==> src/rtl/mem_stage_access_pkg.sv <==
// mem_stage_access_pkg: shared pipeline constants, MEM-stage FSM states and the MEM/WB bundle.
package mem_stage_access_pkg;
  localparam int XLEN = 64;
  localparam int REG_ADDR_W = 5;
  typedef enum logic {IDLE, ACCESS} state_t;
  typedef struct packed {
    logic                  valid;
    logic                  reg_write;
    logic                  mem_to_reg;
    logic [REG_ADDR_W-1:0] rd;
    logic [XLEN-1:0]       alu_result;
    logic [XLEN-1:0]       read_data;
  } mem_wb_t;
endpackage

==> src/rtl/mem_wb_reg.sv <==
// mem_wb_reg: MEM/WB pipeline register with load-enable; when not loading, valid can be dropped while payload holds.
module mem_wb_reg
  import mem_stage_access_pkg::*;
(
  input  logic    clk,
  input  logic    rst,
  input  logic    load_i,
  input  logic    clr_i,
  input  mem_wb_t d_i,
  output mem_wb_t q_o
);
  always_ff @(posedge clk) begin
    if (rst) q_o <= '0;
    else if (load_i) q_o <= d_i;
    else if (clr_i) q_o.valid <= 1'b0;
  end
endmodule

==> src/rtl/mem_stage_access.sv <==
// mem_stage_access: MEM-stage controller issuing loads/stores over req/ready with stall and timeout abort.
module mem_stage_access
  import mem_stage_access_pkg::*;
#(
  parameter int ADDR_W         = 32,
  parameter int TIMEOUT_CYCLES = 255
) (
  input  logic              clock,
  input  logic              reset,
  input  logic              ex_valid,
  input  logic [XLEN-1:0]   ex_alu_result,
  input  logic [XLEN-1:0]   ex_store_data,
  input  logic [4:0]        ex_rd,
  input  logic              ex_mem_read,
  input  logic              ex_mem_write,
  input  logic              ex_reg_write,
  input  logic              ex_mem_to_reg,
  output logic              stall,
  output logic              dmem_req,
  output logic              dmem_we,
  output logic [ADDR_W-1:0] dmem_addr,
  output logic [XLEN-1:0]   dmem_wdata,
  input  logic              dmem_ready,
  input  logic [XLEN-1:0]   dmem_rdata,
  output logic              wb_valid,
  output logic              wb_reg_write,
  output logic              wb_mem_to_reg,
  output logic [4:0]        wb_rd,
  output logic [XLEN-1:0]   wb_alu_result,
  output logic [XLEN-1:0]   wb_read_data,
  output logic              mem_error
);
  localparam int CW = $clog2(TIMEOUT_CYCLES + 1);
  state_t            state_q, state_d;
  logic [CW-1:0]     cnt_q, cnt_d;
  logic              req_q, req_d, we_q, we_d, err_q, err_d;
  logic [ADDR_W-1:0] addr_q, addr_d;
  logic [XLEN-1:0]   wdata_q, wdata_d;
  logic              memop, in_access, timeout, done, issue, wb_load;
  mem_wb_t           wb_d, wb_q;
  always_ff @(posedge clock) begin
    if (reset) begin
      state_q <= IDLE;
      cnt_q   <= '0;
      req_q   <= 1'b0;
      we_q    <= 1'b0;
      addr_q  <= '0;
      wdata_q <= '0;
      err_q   <= 1'b0;
    end else begin
      state_q <= state_d;
      cnt_q   <= cnt_d;
      req_q   <= req_d;
      we_q    <= we_d;
      addr_q  <= addr_d;
      wdata_q <= wdata_d;
      err_q   <= err_d;
    end
  end
  always_comb begin
    memop     = ex_valid & (ex_mem_read | ex_mem_write);
    in_access = state_q == ACCESS;
    timeout   = in_access && (cnt_q == CW'(TIMEOUT_CYCLES - 1));
    done      = in_access & (dmem_ready | timeout);
    state_d   = in_access ? (done ? IDLE : ACCESS) : (memop ? ACCESS : IDLE);
  end
  // A timed-out access still retires its instruction, but never writes the register file.
  always_comb begin
    issue              = ~in_access & memop;
    stall              = in_access ? ~done : memop;
    wb_load            = in_access ? done : ex_valid & ~memop;
    wb_d.valid         = 1'b1;
    wb_d.reg_write     = ex_reg_write & ~(in_access & ~dmem_ready);
    wb_d.mem_to_reg    = ex_mem_to_reg;
    wb_d.rd            = ex_rd;
    wb_d.alu_result    = ex_alu_result;
    wb_d.read_data     = (in_access & dmem_ready & ~we_q) ? dmem_rdata : '0;
    req_d              = issue | (req_q & ~done);
    we_d               = issue ? ex_mem_write : we_q;
    addr_d             = issue ? ex_alu_result[ADDR_W-1:0] : addr_q;
    wdata_d            = issue ? ex_store_data : wdata_q;
    cnt_d              = issue ? '0 : (in_access & ~done) ? cnt_q + CW'(1) : cnt_q;
    err_d              = err_q | (timeout & ~dmem_ready);
  end
  mem_wb_reg u_mem_wb_reg (
    .clk   (clock),
    .rst   (reset),
    .load_i(wb_load),
    .clr_i (~wb_load),
    .d_i   (wb_d),
    .q_o   (wb_q)
  );
  assign dmem_req      = req_q;
  assign dmem_we       = we_q;
  assign dmem_addr     = addr_q;
  assign dmem_wdata    = wdata_q;
  assign mem_error     = err_q;
  assign wb_valid      = wb_q.valid;
  assign wb_reg_write  = wb_q.reg_write;
  assign wb_mem_to_reg = wb_q.mem_to_reg;
  assign wb_rd         = wb_q.rd;
  assign wb_alu_result = wb_q.alu_result;
  assign wb_read_data  = wb_q.read_data;
endmodule
==> config.mk <==
export PLATFORM = sky130hd
export DESIGN_NAME = mem_stage_access
export DESIGN_NICKNAME = d
export VERILOG_FILES = /design/src/rtl/mem_stage_access_pkg.sv /design/src/rtl/mem_wb_reg.sv /design/src/rtl/mem_stage_access.sv
export SDC_FILE = /design/constraint.sdc
export NUM_CORES = 1
export LEC_CHECK = 0
export BUFFER_PORTS_ARGS = -buffer_cell sky130_fd_sc_hd__clkbuf_2
export CAP_MARGIN = 10
export CORE_AREA = 8 8 163 165
export DETAILED_ROUTE_END_ITERATION = 10
export DIE_AREA = 0 0 171 173
export PLACE_DENSITY_LB_ADDON = 0.15
export SKIP_LAST_GASP = 1
export SLEW_MARGIN = 15
export SYNTH_ARGS = -nofsm -noshare
export SYNTH_HDL_FRONTEND = slang
export SYNTH_HIERARCHICAL = 1
export SYNTH_SLANG_ARGS = --single-unit
==> constraint.sdc <==
create_clock -name clock -period 2.1 [get_ports clock]
set_input_delay 0.42 -clock clock [delete_from_list [all_inputs] [get_ports clock]]
set_output_delay 0.42 -clock clock [all_outputs]
set_load 0.03 [all_outputs]
==> results.yml <==
run_status:
  status: "finished clean"
synthesis:
  ys_seq_area_share_pct: 53.59
  synthDistinctLibCells: 38
  avgSynthCellArea_um2: 9.152
  yosysWarnings: 6
  syn_inst: 996
  netlist_area_um2: 9115
  syn_nets: 1203
  ys_ff_latch: 244
clock_network:
  cts_tree: "done"
  clock_sinks: 244
  insertion_delay_ns: 0.52
  cts-buffers-inserted: 26
  htreeDepth: 1
  clk_path_buf_depth: 3
  cts.reportedPaths.clkPinSlew_ns: 0.06
  cts_root_buf: "clkbuf_16"
power_and_ir_drop:
  power_density_nw_per_um2: 889.3
  p_leak_nw: 5.822
  vdd_drop_max_uv: 508.7
  power.total_mw: 11.21
detailed_routing:
  vias: 7974
  drt_first_pass_iters: 6
  wire_per_inst_um: 16.85
  totalWireLength_um: 29670
  drt_iter0_drc: 351
  viasPerCell: 4.528
  postRouteAntennaNets: 0
  drc: 0
place:
  finalWeightedCongestion: 0.8354
  dp_cells: 1711
  place_area_um2: 11640
  post-place-ws_ns: 0.1915
  port-buffer-count: 440
  dp_hpwl_um: 22050
setup_path:
  cpPeakStageDelay_ns: 0.38
  crit_required_ns: 1.68
  crit_path_top_delay_cell: "dfxtp_4"
  cp.arrival_ns: 1.59
  r2r-end: "u_mem_wb_reg/q_o[103]"
  r2r_slack_ns: 0.21
  critPathLaunchType: "flip-flop"
  reg2regPathDepth: 9
  end_kind: "primary output"
  critPathMaxFanout: 6
  timing.rr.start: "cnt_q[0]"
  path_class: "reg -> out"
  cp_cell_sequence: "nand4_1, buf_4, o21ai_4, nand2_2, buf_8"
timing:
  finClkSkew_ns: 0.01073
  fin_crit_sh_pct: 95.48
  tns_ns: 0
  setup_slack_ns: 0.09491
  setup_viol: 0
  fin_crit_ns: 2.005
  finalHoldViolCount: 0
  drv_slew: 0
  whs_ns: 0.1213
  rsz0062_at_grt: "no"
  max_freq_mhz: 498.7
job:
  drv_cap: 0
hold_path:
  whs_path_depth: 3
  hp-class: "in -> reg"
  min_from: "ex_store_data[1]"
  whs_endpoint: "dmem_wdata[1]"
floorplan:
  io_pins: 441
  design.die.area_um2: 29580
  die-width_um: 171
  rows: 57
  initial_core_util_pct: 38.04
  core_um2: 23960
  die_h_um: 173
final_layout:
  layoutNonFillerInstCount: 1761
  post-route-util_pct: 52.60
  area.growth.synth_to_final_pct: 38.27
  finish.instance_area_um2: 12600
  drive_above_1_share_pct: 36.67
  num_antenna_cells: 0
  nets: 1625
grt:
  grt_max_degree: 79
  grt_first_pass_wirelength_um: 45370
  grt_usage_pct: 19.00
  grt_overflow_total: 0
  antenna_found_initial: 1
  grt_pass1_vias: 7980
==> worst max-delay path, delay by kind of cell, from the launching register on <==
| kind | cells | cell delay [ns] |
|---|---|---|
| buffers and inverters | 2 | 0.33 |
| flip-flops | 1 | 0.38 |
| AO/OA/AOI/OAI | 1 | 0.16 |
| AND/OR/NAND/NOR | 2 | 0.21 |
==> per-layer routing <==
| layer | wire length, um | global-route usage, % | up-vias |
|---|---|---|---|
| met5 | 17 | 0 | - |
| met4 | 850 | 6.307 | 2 |
| met3 | 3349 | 7.470 | 53 |
| met2 | 13850 | 32.17 | 315 |
| met1 | 11610 | 21.39 | 3523 |
| li1 | - | - | 4081 |
==> state kept, by name, indices dropped and copies added, names as in the netlist <==
register          count
cnt_q                 8
dmem_addr            32
dmem_req              1
dmem_wdata           64
dmem_we               1
in_access             1
mem_error             1
u_mem_wb_reg/q_o    136
==> area by class of cell <==
type | count | area, um^2
Sequential cell | 244 | 4897
Tap cell | 324 | 405.4
Fill cell | 2312 | 11360
Clock buffer | 35 | 745.7
Inverter | 2 | 7.507
Multi-Input combinational cell | 681 | 3916
Clock inverter | 12 | 140.1
Timing Repair Buffer | 463 | 2491
==> synthesized netlist by cell type <==
cell / count / area, um^2
dfxtp_1: 244 / 4885
nand2_1: 197 / 739.5
nor2_1: 146 / 548.0
mux2i_1: 136 / 1361
a21oi_1: 102 / 510.5
and2_1: 64 / 400.4
clkbuf_1: 33 / 123.9
buf_4: 17 / 127.6
buf_2: 15 / 75.07
buf_6: 3 / 33.78
o211ai_1: 3 / 22.52
xor2_1: 3 / 26.28
and3_1: 2 / 12.51
ha_1: 2 / 25.02
inv_1: 2 / 7.510
nand3_1: 2 / 10.01
nor2b_1: 2 / 12.51
o21ai_2: 2 / 17.52
xnor2_1: 2 / 17.52
a2111oi_4: 1 / 27.53
a21o_1: 1 / 7.510
a22oi_1: 1 / 7.510
and2b_2: 1 / 8.760
and4b_2: 1 / 11.26
buf_1: 1 / 3.750
conb_1: 1 / 3.750
nand2b_1: 1 / 6.260
nand4_1: 1 / 6.260
nand4b_1: 1 / 8.760
nor2_2: 1 / 6.260
nor2b_4: 1 / 13.76
nor3_1: 1 / 5.000
o21a_1: 1 / 7.510
o21ai_0: 1 / 5.000
o31ai_1: 1 / 7.510
or3_1: 1 / 6.260
or3_2: 1 / 7.510
or3b_1: 1 / 8.760
==> what timing repair did <==
| item | 4_1_cts | 5_1_grt |
|---|---|---|
| hold buffers | 0 | 0 |
| endpoints found under the setup margin | 1 | 1 |
| endpoints found under the hold margin | 0 | 0 |
| pin swaps | 1 | 1 |
| gates resized for setup | 11 | 7 |
| setup buffers | 3 | 1 |
==> how the worst max path moves through the flow <==
stage	from	endpoint	depth (start not counted)
after floorplan	cnt_q[0]	u_mem_wb_reg/q_o[135]	9
after global placement	ex_mem_write	u_mem_wb_reg/q_o[103]	6
after detailed placement	cnt_q[0]	u_mem_wb_reg/q_o[132]	9
after CTS	cnt_q[0]	stall	7
after global routing	cnt_q[5]	stall	5
final	cnt_q[5]	stall	5
==> logic make-up after synthesis <==
kind of cell	Yosys count	share of synthesized area, %
multiplexers	136	14.93
flip-flops	244	53.59
AO/OA/AOI/OAI	113	6.726
AND/OR/NAND/NOR	424	19.88
adder cells (fa/ha/maj)	2	0.2745
buffers and inverters	71	4.077
other	1	0.04114
XOR/XNOR	5	0.4805
==> cell usage in the layout (no fill, tap or decap), drive strengths merged, types with 7 or more instances in the layout <==
cell type / instances
a21oi: 102
and2: 64
buf: 25
clkbuf: 473
clkinv: 7
dfxtp: 244
mux2i: 136
nand2: 197
nor2: 147
==> power by group <==
part	internal, mW	switching (mW)	leakage (nW)
clock network	2.85	1.87	0.436
registers	4.83	0.0997	1.99
logic	0.557	1.01	3.39
Note: power is estimated with default switching activity, not from simulation.
